**src/rtl/dmem_arb_pkg.sv**
```systemverilog
// Shared constants and helpers for the data-memory arbiter.
package dmem_arb_pkg;

  localparam int unsigned AW          = 32;
  localparam int unsigned DW          = 32;
  localparam int unsigned DEPTH_WORDS = 32;

  localparam bit PORT_CORE = 1'b0;
  localparam bit PORT_DBG  = 1'b1;

  // Word-aligned and inside the memory's byte range.
  function automatic logic addr_legal(input logic [63:0] addr, input int unsigned depth_words);
    return (addr[1:0] == 2'b00) && (addr < (64'(depth_words) << 2));
  endfunction

endpackage

```
**src/rtl/dmem_rsp_slot.sv**
```systemverilog
// One registered response slot with valid/ready handshake.
module dmem_rsp_slot #(
  parameter int unsigned DW = dmem_arb_pkg::DW
) (
  input  logic          clk,
  input  logic          reset,
  input  logic          load,
  input  logic          load_err,
  input  logic [DW-1:0] load_rdata,
  input  logic          rsp_ready,
  output logic          rsp_valid,
  output logic          rsp_err,
  output logic [DW-1:0] rsp_rdata
);

  // Reload wins over drain so back-to-back streams keep valid high.
  always_ff @(posedge clk or posedge reset) begin
    if (reset) begin
      rsp_valid <= 1'b0;
      rsp_err   <= 1'b0;
      rsp_rdata <= '0;
    end else if (load) begin
      rsp_valid <= 1'b1;
      rsp_err   <= load_err;
      rsp_rdata <= load_rdata;
    end else if (rsp_ready) begin
      rsp_valid <= 1'b0;
    end
  end

endmodule

```
**src/rtl/dmem_arbiter.sv**
```systemverilog
// Round-robin arbiter sharing the single-ported data memory between the
// core load/store unit (port 0) and the debug/DMA master (port 1).
module dmem_arbiter #(
  parameter int unsigned AW          = dmem_arb_pkg::AW,
  parameter int unsigned DW          = dmem_arb_pkg::DW,
  parameter int unsigned DEPTH_WORDS = dmem_arb_pkg::DEPTH_WORDS
) (
  input  logic          clk,
  input  logic          reset,
  input  logic          p0_req_valid,
  output logic          p0_req_ready,
  input  logic          p0_req_we,
  input  logic [AW-1:0] p0_req_addr,
  input  logic [DW-1:0] p0_req_wdata,
  output logic          p0_rsp_valid,
  input  logic          p0_rsp_ready,
  output logic [DW-1:0] p0_rsp_rdata,
  output logic          p0_rsp_err,
  input  logic          p1_req_valid,
  output logic          p1_req_ready,
  input  logic          p1_req_we,
  input  logic [AW-1:0] p1_req_addr,
  input  logic [DW-1:0] p1_req_wdata,
  output logic          p1_rsp_valid,
  input  logic          p1_rsp_ready,
  output logic [DW-1:0] p1_rsp_rdata,
  output logic          p1_rsp_err,
  output logic          mem_write,
  output logic          mem_read,
  output logic [AW-1:0] mem_addr,
  output logic [DW-1:0] mem_wdata,
  input  logic [DW-1:0] mem_rdata
);
  import dmem_arb_pkg::*;

  logic [1:0]    elig;
  logic [1:0]    grant;
  logic          last_ptr;
  logic          any_grant;
  logic          sel_we;
  logic [AW-1:0] sel_addr;
  logic [DW-1:0] sel_wdata;
  logic          legal;
  logic          ld_err;
  logic [DW-1:0] ld_rdata;

  // Eligibility and round-robin grant; nothing is granted during reset.
  always_comb begin
    elig            = '0;
    grant           = '0;
    elig[PORT_CORE] = !reset && p0_req_valid && (!p0_rsp_valid || p0_rsp_ready);
    elig[PORT_DBG]  = !reset && p1_req_valid && (!p1_rsp_valid || p1_rsp_ready);
    if (elig[PORT_CORE] && elig[PORT_DBG]) begin
      if (last_ptr == PORT_DBG) grant[PORT_CORE] = 1'b1;
      else                      grant[PORT_DBG]  = 1'b1;
    end else begin
      grant = elig;
    end
  end

  assign p0_req_ready = grant[PORT_CORE];
  assign p1_req_ready = grant[PORT_DBG];
  assign any_grant    = |grant;

  // Request mux, legality check and memory strobes.
  always_comb begin
    sel_we    = grant[PORT_DBG] ? p1_req_we    : p0_req_we;
    sel_addr  = grant[PORT_DBG] ? p1_req_addr  : p0_req_addr;
    sel_wdata = grant[PORT_DBG] ? p1_req_wdata : p0_req_wdata;
    legal     = addr_legal(64'(sel_addr), DEPTH_WORDS);
    mem_write = any_grant && legal && sel_we;
    mem_read  = any_grant && legal && !sel_we;
    mem_addr  = any_grant ? sel_addr  : '0;
    mem_wdata = any_grant ? sel_wdata : '0;
    ld_err    = !legal;
    ld_rdata  = (legal && !sel_we) ? mem_rdata : '0;
  end

  // Last-grant pointer; starts at the debug port so the core wins the first tie.
  always_ff @(posedge clk or posedge reset) begin
    if (reset)          last_ptr <= PORT_DBG;
    else if (any_grant) last_ptr <= grant[PORT_DBG];
  end

  dmem_rsp_slot #(.DW(DW)) u_slot0 (
    .clk        (clk),
    .reset      (reset),
    .load       (grant[PORT_CORE]),
    .load_err   (ld_err),
    .load_rdata (ld_rdata),
    .rsp_ready  (p0_rsp_ready),
    .rsp_valid  (p0_rsp_valid),
    .rsp_err    (p0_rsp_err),
    .rsp_rdata  (p0_rsp_rdata)
  );

  dmem_rsp_slot #(.DW(DW)) u_slot1 (
    .clk        (clk),
    .reset      (reset),
    .load       (grant[PORT_DBG]),
    .load_err   (ld_err),
    .load_rdata (ld_rdata),
    .rsp_ready  (p1_rsp_ready),
    .rsp_valid  (p1_rsp_valid),
    .rsp_err    (p1_rsp_err),
    .rsp_rdata  (p1_rsp_rdata)
  );

endmodule

```
**config.mk**
```make
export PLATFORM = sky130hd
export DESIGN_NAME = dmem_arbiter
export DESIGN_NICKNAME = d
export VERILOG_FILES = /design/src/rtl/dmem_arb_pkg.sv /design/src/rtl/dmem_rsp_slot.sv /design/src/rtl/dmem_arbiter.sv
export SDC_FILE = /design/constraint.sdc
export NUM_CORES = 1
export LEC_CHECK = 0
export ABC_AREA = 1
export BUFFER_PORTS_ARGS = -buffer_cell sky130_fd_sc_hd__buf_2
export CAP_MARGIN = 30
export CORE_AREA = 2 2 119 121
export CTS_BUF_LIST = sky130_fd_sc_hd__clkbuf_8 sky130_fd_sc_hd__clkbuf_16
export DETAILED_ROUTE_END_ITERATION = 16
export DIE_AREA = 0 0 121 123
export PLACE_DENSITY = 0.65
export SLEW_MARGIN = 20
export SYNTH_ARGS = -nofsm -noshare
export SYNTH_HDL_FRONTEND = slang
export SYNTH_SLANG_ARGS = --single-unit
```
**constraint.sdc**
```tcl
create_clock -name clk -period 4.25 [get_ports clk]
set_input_delay 0.85 -clock clk [delete_from_list [all_inputs] [get_ports clk]]
set_output_delay 0.85 -clock clk [all_outputs]
set_load 0.02 [all_outputs]
```
After elaboration in Yosys (flattened, before gate mapping) --
Cells that the tools add are included.
Cells by class: reductions and logical operators 21, order comparisons 1, mux-type cells 13
Operators with widths (count):
- $mux 32 | 5
- $lt 32x8->1 const B | 1
- $logic_and 1x1->1 | 10
- $mux 1 | 7
- $logic_not 1->1 | 5
- $reduce_bool 2->1 | 2
- $logic_not 2->1 | 1
- $logic_or 1x1->1 | 2
- $mux 2 | 1
- $reduce_or 2->1 | 1
Word-level totals: output and inout bits 136, register bits after elaboration 69, input port bits 168, logic and storage cells 42

Logic depth before layout (Yosys ltp) --
depth after elaboration 10, depth in mapped cells 16, mapped depth without buffers 13

Hierarchy --
Synthesis repeated with hierarchy kept, for this count alone.
Second synthesis, totals: cells, all modules 672, area, all modules 4334.2 µm²
By module, submodules not included:
- dmem_rsp_slot | cells each 145, area an instance 1342.5 µm², seq. area each 850.8 µm², instances 2
- dmem_arbiter | cells each 382, area an instance 1649.1 µm², seq. area each 26.3 µm², instances 1

Worst setup path before layout --
No wires, ideal clock.
path kind in2out, start point input port reset, end point output port mem_write, stages 13, buffers on the path 3, required time 3.400 ns, path slack -0.146 ns, data arrival time 3.546 ns, cells stage by stage inv_2 nand2_1 nor2_2 nand2_1 buf_6 buf_6 o21ai_1 nand2_1 nor2_1 nand3_1 nor2_4 buf_6 nor3b_1
On the way: word-level cells in the longest chain between the ends 10, elaborated cells on any way between the ends 15, those cells by class 1 x order compare; 3 x mux; 11 x reduce/logical
RTL lines:
- start, declared | RTL line dmem_arbiter.sv:9 | input logic reset,
- $logic_not 1->1 (no line) *
- $logic_and 1x1->1, on equally long branches (2 in series) | RTL line dmem_arbiter.sv:51, dmem_arbiter.sv:52
- $logic_and 1x1->1 | RTL line dmem_arbiter.sv:53 | if (elig[PORT_CORE] && elig[PORT_DBG]) begin
- $mux 2 * | RTL line dmem_arbiter.sv:53
- $mux 32 | RTL line dmem_arbiter.sv:68 | sel_addr = grant[PORT_DBG] ? p1_req_addr : p0_req_addr;
- $lt 32x8->1 / $logic_not 2->1 (equally long branches) | RTL line dmem_arb_pkg.sv:13 | return (addr[1:0] == 2'b00) && (addr < (64'(depth_words) << 2));
- $logic_and 1x1->1 | RTL line dmem_arb_pkg.sv:13
- $logic_and 1x1->1 | RTL line dmem_arbiter.sv:71 | mem_write = any_grant && legal && sel_we;
- $logic_and 1x1->1 * | RTL line dmem_arbiter.sv:71
- end, declared | RTL line dmem_arbiter.sv:28 | output logic mem_write,
Mark *: on every way between the ends. The rest lies on a longest branch, timed or not.

Worst setup path after layout --
start point input port reset, end point output port mem_read
On the way: word-level cells in the longest chain between the ends 10, elaborated cells on any way between the ends 16, those cells by class 1 x order compare; 3 x mux; 12 x reduce/logical
RTL lines:
- $logic_not 1->1 (no line) *
- $logic_and 1x1->1, on equally long branches (2 in series) | RTL line dmem_arbiter.sv:51, dmem_arbiter.sv:52
- $logic_and 1x1->1 | RTL line dmem_arbiter.sv:53
- $mux 2 * | RTL line dmem_arbiter.sv:53
- $mux 32 | RTL line dmem_arbiter.sv:68
- $lt 32x8->1 / $logic_not 2->1 (equally long branches) | RTL line dmem_arb_pkg.sv:13
- $logic_and 1x1->1 | RTL line dmem_arb_pkg.sv:13
- $logic_and 1x1->1 | RTL line dmem_arbiter.sv:72 | mem_read = any_grant && legal && !sel_we;
- $logic_and 1x1->1 * | RTL line dmem_arbiter.sv:72
- end, declared | RTL line dmem_arbiter.sv:29 | output logic mem_read,
Marked as above.

==> PnR_summary.wiki <==
{| class="wikitable"
! Metric !! Value
|-
| Outcome || complete, no violations
|-
| Adder-cell share of the synthesized area || 0
|-
| Number of antenna violations at the first check in global routing || 1
|-
| Remaining routing DRC violations || 0
|-
| R2R setup slack || 1720 ps
|-
| Floorplan die width || about 120 um
|-
| First-pass GRT wire length || around 24,000 um
|-
| CTS tree || done
|-
| Delay of the slowest cell on the worst path || about 350 ps
|-
| Synth unique cells || 21
|-
| Final Slew Violations || 0
|-
| Maximum clock insertion buffer count || 2
|-
| Worst Setup Slack, final || 571.7 ps
|-
| DIE HEIGHT || 123 um
|-
| Top achievable clock speed || 271.9 MHz
|-
| CTS hold repair buffers || 0
|-
| Sinks on the clock net || 69
|-
| Combinational family with the most area after synthesis || simple AND/OR/NAND/NOR gates
|-
| Fraction of layout cells with a size suffix above 1 || 0.3924
|-
| Vias in the first global route || 4,487
|-
| R2R depth || 11
|-
| Startpoint type of the worst setup path || primary input
|-
| Worst hold path class || flip-flop to flip-flop
|-
| Starting utilization of the core area || 0.2979
|-
| Setup CP Type || primary input to output pin
|-
| Seq cells post-synth || a little under 70
|-
| # fillers || 1,469
|-
| Kind of cell adding the most delay to the critical path || simple AND/OR/NAND/NOR gates
|-
| CP Buf/Inv Count || 3
|-
| Ys Warns || 0
|-
| Cell Rows || 43
|-
| Worst slew pin tran || 646.1 ps
|-
| Fraction of the yosys area taken by sequential cells || 0.4261
|-
| Synthesized area per cell || 6.861 um2
|-
| Post-layout minimum cycle time || 3678 ps
|-
| Worst reg2reg path startpoint || last_ptr$_DFFE_PP1N_
|-
| Data arrival time at the worst-slack endpoint || around 2800 ps
|-
| Final Setup Violations || 0
|-
| Mean number of vias per cell || 4.759
|-
| H-tree depth reported by CTS || 3
|-
| Area of the multi-input gates || 0.002026 mm2
|-
| Cell at the root of the clock tree || sky130_fd_sc_hd__clkbuf_16
|-
| Number of instances resized during post-cts repair || 0
|-
| Count of buffers added by post-CTS timing repair for setup || 0
|-
| Pin count of the biggest net entering global routing || 70
|-
| Remaining antenna violation count || 0
|-
| Worst Setup Slack post-DPL || 554.3 ps
|-
| Grt ovf || 0
|-
| Syn Inst Count || 591
|-
| Total of buffers placed on input and output ports || between 300 and 400
|-
| Post-route setup TNS || 0 ps
|-
| Worst skew pair latency || around 320 ps
|-
| Die footprint || 0.01488 mm2
|-
| Pleak || 3.750 nW
|-
| Top-level port count || 304
|-
| Maximum net fanout on the critical path || 41
|-
| Global placement routability congestion || 0.9001
|-
| First-pass iteration count of the detailed router || 5
|-
| Synth Area in XOR/XNOR || 0
|-
| Area taken by flip-flops and latches || 0.001728 mm2
|-
| Worst IR Drop VDD || 0.0001877 V
|-
| Crit. End Element || output pin
|-
| Area contributors post-synth || sky130_fd_sc_hd__dfrtp_1 (42%), sky130_fd_sc_hd__nand2_1 (25%), sky130_fd_sc_hd__nand4_1 (9.9%)
|-
| Critical Path Slowest Stage Cell || sky130_fd_sc_hd__nand2_4
|-
| Max-Cap Viols || 0
|-
| Hold Worst Slack || 469.3 ps
|-
| Clock slew at the register clock pins of the worst setup and hold paths || around 50 ps
|-
| HPWL after detailed placement || 12,390 um
|-
| Global-route usage over all layers || 0.2079
|-
| First DRT Iteration DRCs || 386
|-
| Mux contribution to synthesized area || 0.002468
|-
| Total vias in the final route || roughly 5,000
|-
| Post-Route WL || 16,310 um
|-
| Number of buffers created by CTS || 9
|-
| Power density relative to cell area || ~300 mW/mm2
|-
| Worst setup path start || reset
|-
| Complex-gate fraction of the synthesized area || 0.07621
|-
| Syn Nets || 759
|-
| Cell type contributing the most total cell area after synthesis || sky130_fd_sc_hd__dfrtp_1
|-
| Data required, critical path || 3400 ps
|-
| Summed instance area of the synthesized netlist || 0.004055 mm2
|-
| Total power || 1.791 mW
|-
| Stages on worst setup path || 14
|-
| Simple logic cell fraction of the synthesized area || 0.4131
|-
| Setup repair after global routing missed its margin || no
|-
| Final #Nets || about 1,000
|-
| Worst-path cell chain || buf_2 -> nor2_1 -> nand3_1 -> nand2_4 -> nand2_1 -> o21ai_1 -> nand2_1 -> nor2_1 -> nand3_1 -> nor2_4 -> buf_4 -> nand2_1 -> nor2_1 -> buf_2
|-
| Worst setup path end || mem_read
|-
| Final worst path period share || 0.8655
|-
| Slew HR || 0.5686
|-
| Proportion of netlist area held by the largest area contributor || 0.4196
|-
| Number of failing hold endpoints at the final stage || 0
|-
| Routed length per placed instance || 15.46 um
|-
| Area overhead of the layout relative to synthesis || 47.79%
|-
| Non-Filler Instances || 1,055
|-
| Post-placement cell count || around 1,000
|-
| Core Box Area || 0.01361 mm2
|-
| Clock skew || 2.731 ps
|-
| FF-to-FF End || u_slot1.rsp_rdata[11]$_DFFE_PP0N_
|}
routing by layer:
metal / vias to the layer above / part of all wire / routed length [um] / track usage
met5: - / 0 / 0 / 0
met4: 0 / 0.033 / 542 / 0.09302
met3: 32 / 0.081 / 1319 / 0.04520
met2: 215 / 0.48 / 7868 / 0.3381
met1: 2286 / 0.40 / 6576 / 0.2658
li1: 2488 / - / - / -
worst min-delay path by stage:
stage,start,to,depth (start not counted)
after global routing,u_slot1.rsp_rdata[30]$_DFFE_PP0N_,u_slot1.rsp_rdata[30]$_DFFE_PP0N_,2
final,u_slot0.rsp_rdata[28]$_DFFE_PP0P_,u_slot0.rsp_rdata[28]$_DFFE_PP0P_,2
after CTS,u_slot0.rsp_rdata[28]$_DFFE_PP0P_,u_slot0.rsp_rdata[28]$_DFFE_PP0P_,2
after detailed placement,u_slot0.rsp_rdata[7]$_DFFE_PP0P_,u_slot0.rsp_rdata[7]$_DFFE_PP0P_,2
after global placement,u_slot0.rsp_rdata[13]$_DFFE_PP0P_,u_slot0.rsp_rdata[13]$_DFFE_PP0P_,2
after floorplan,last_ptr$_DFFE_PP1N_,last_ptr$_DFFE_PP1N_,2
registers in the layout, summed over array words and instances (netlist names):
| register | flops |
|---|---|
| u_slot1.rsp_rdata | 32 |
| last_ptr | 1 |
| u_slot0.rsp_rdata | 32 |
| u_slot1.rsp_valid | 1 |
| u_slot0.rsp_err | 1 |
| u_slot1.rsp_err | 1 |
| u_slot0.rsp_valid | 1 |
through the flow:
stage                       util  area [um2]
after global routing      0.4401        5991
final                     0.4403        5993
after floorplan                -        4058
after detailed placement  0.4185        5697
after global placement    0.4185        5697
after CTS                 0.4381        5963
cells in the mapped netlist:
cell and n:
sky130_fd_sc_hd__a21oi_1 50, sky130_fd_sc_hd__buf_1 5, sky130_fd_sc_hd__buf_2 11, sky130_fd_sc_hd__buf_6 6, sky130_fd_sc_hd__clkbuf_1 28, sky130_fd_sc_hd__dfrtp_1 68, sky130_fd_sc_hd__dfstp_2 1, sky130_fd_sc_hd__inv_1 19
sky130_fd_sc_hd__inv_2 4, sky130_fd_sc_hd__mux2i_1 1, sky130_fd_sc_hd__nand2_1 268, sky130_fd_sc_hd__nand3_1 15, sky130_fd_sc_hd__nand3b_1 8, sky130_fd_sc_hd__nand4_1 64, sky130_fd_sc_hd__nor2_1 29, sky130_fd_sc_hd__nor2_2 1
sky130_fd_sc_hd__nor2_4 1, sky130_fd_sc_hd__nor3b_1 1, sky130_fd_sc_hd__o21ai_0 5, sky130_fd_sc_hd__o21ai_1 5, sky130_fd_sc_hd__o21ai_2 1
report_power, final:
group          internal [mW]  switching (mW)
Combinational          0.155           0.301
Sequential             0.667         0.00414
Clock                  0.415           0.248
Total                   1.24           0.554
kinds of logic after synthesis:
logic type             after synthesis
AND/OR/NAND/NOR                    387
buffers and inverters               73
flip-flops                          69
AO/OA/AOI/OAI                       61
multiplexers                         1
area by class of cell:
class	count	area share
Sequential cell	69	0.2883
Clock buffer	11	0.04217
Clock inverter	3	0.002296
Timing Repair Buffer	319	0.2764
Antenna cell	1	0.0004175
Tap cell	180	0.03758
Multi-Input combinational cell	449	0.3380
Inverter	23	0.01482
cell usage in the layout (no fill, tap or decap), types with 9 or more instances in the layout:
cell type | netlist | final
sky130_fd_sc_hd__nand4_1 | 64 | 64
sky130_fd_sc_hd__nor2_1 | 29 | 29
sky130_fd_sc_hd__nand2_1 | 268 | 267
sky130_fd_sc_hd__nand3_1 | 15 | 15
sky130_fd_sc_hd__a21oi_1 | 50 | 49
sky130_fd_sc_hd__inv_1 | 19 | 20
sky130_fd_sc_hd__buf_4 | 0 | 15
sky130_fd_sc_hd__buf_2 | 11 | 303
sky130_fd_sc_hd__dfrtp_1 | 68 | 68
sky130_fd_sc_hd__clkbuf_16 | 0 | 9
worst min-delay path: stages (launching register included):
cell and delay [ps]:
sky130_fd_sc_hd__dfrtp_1 330, sky130_fd_sc_hd__nand2_1 50, sky130_fd_sc_hd__nand2_1 50
Power figures use the tool's default switching activity.
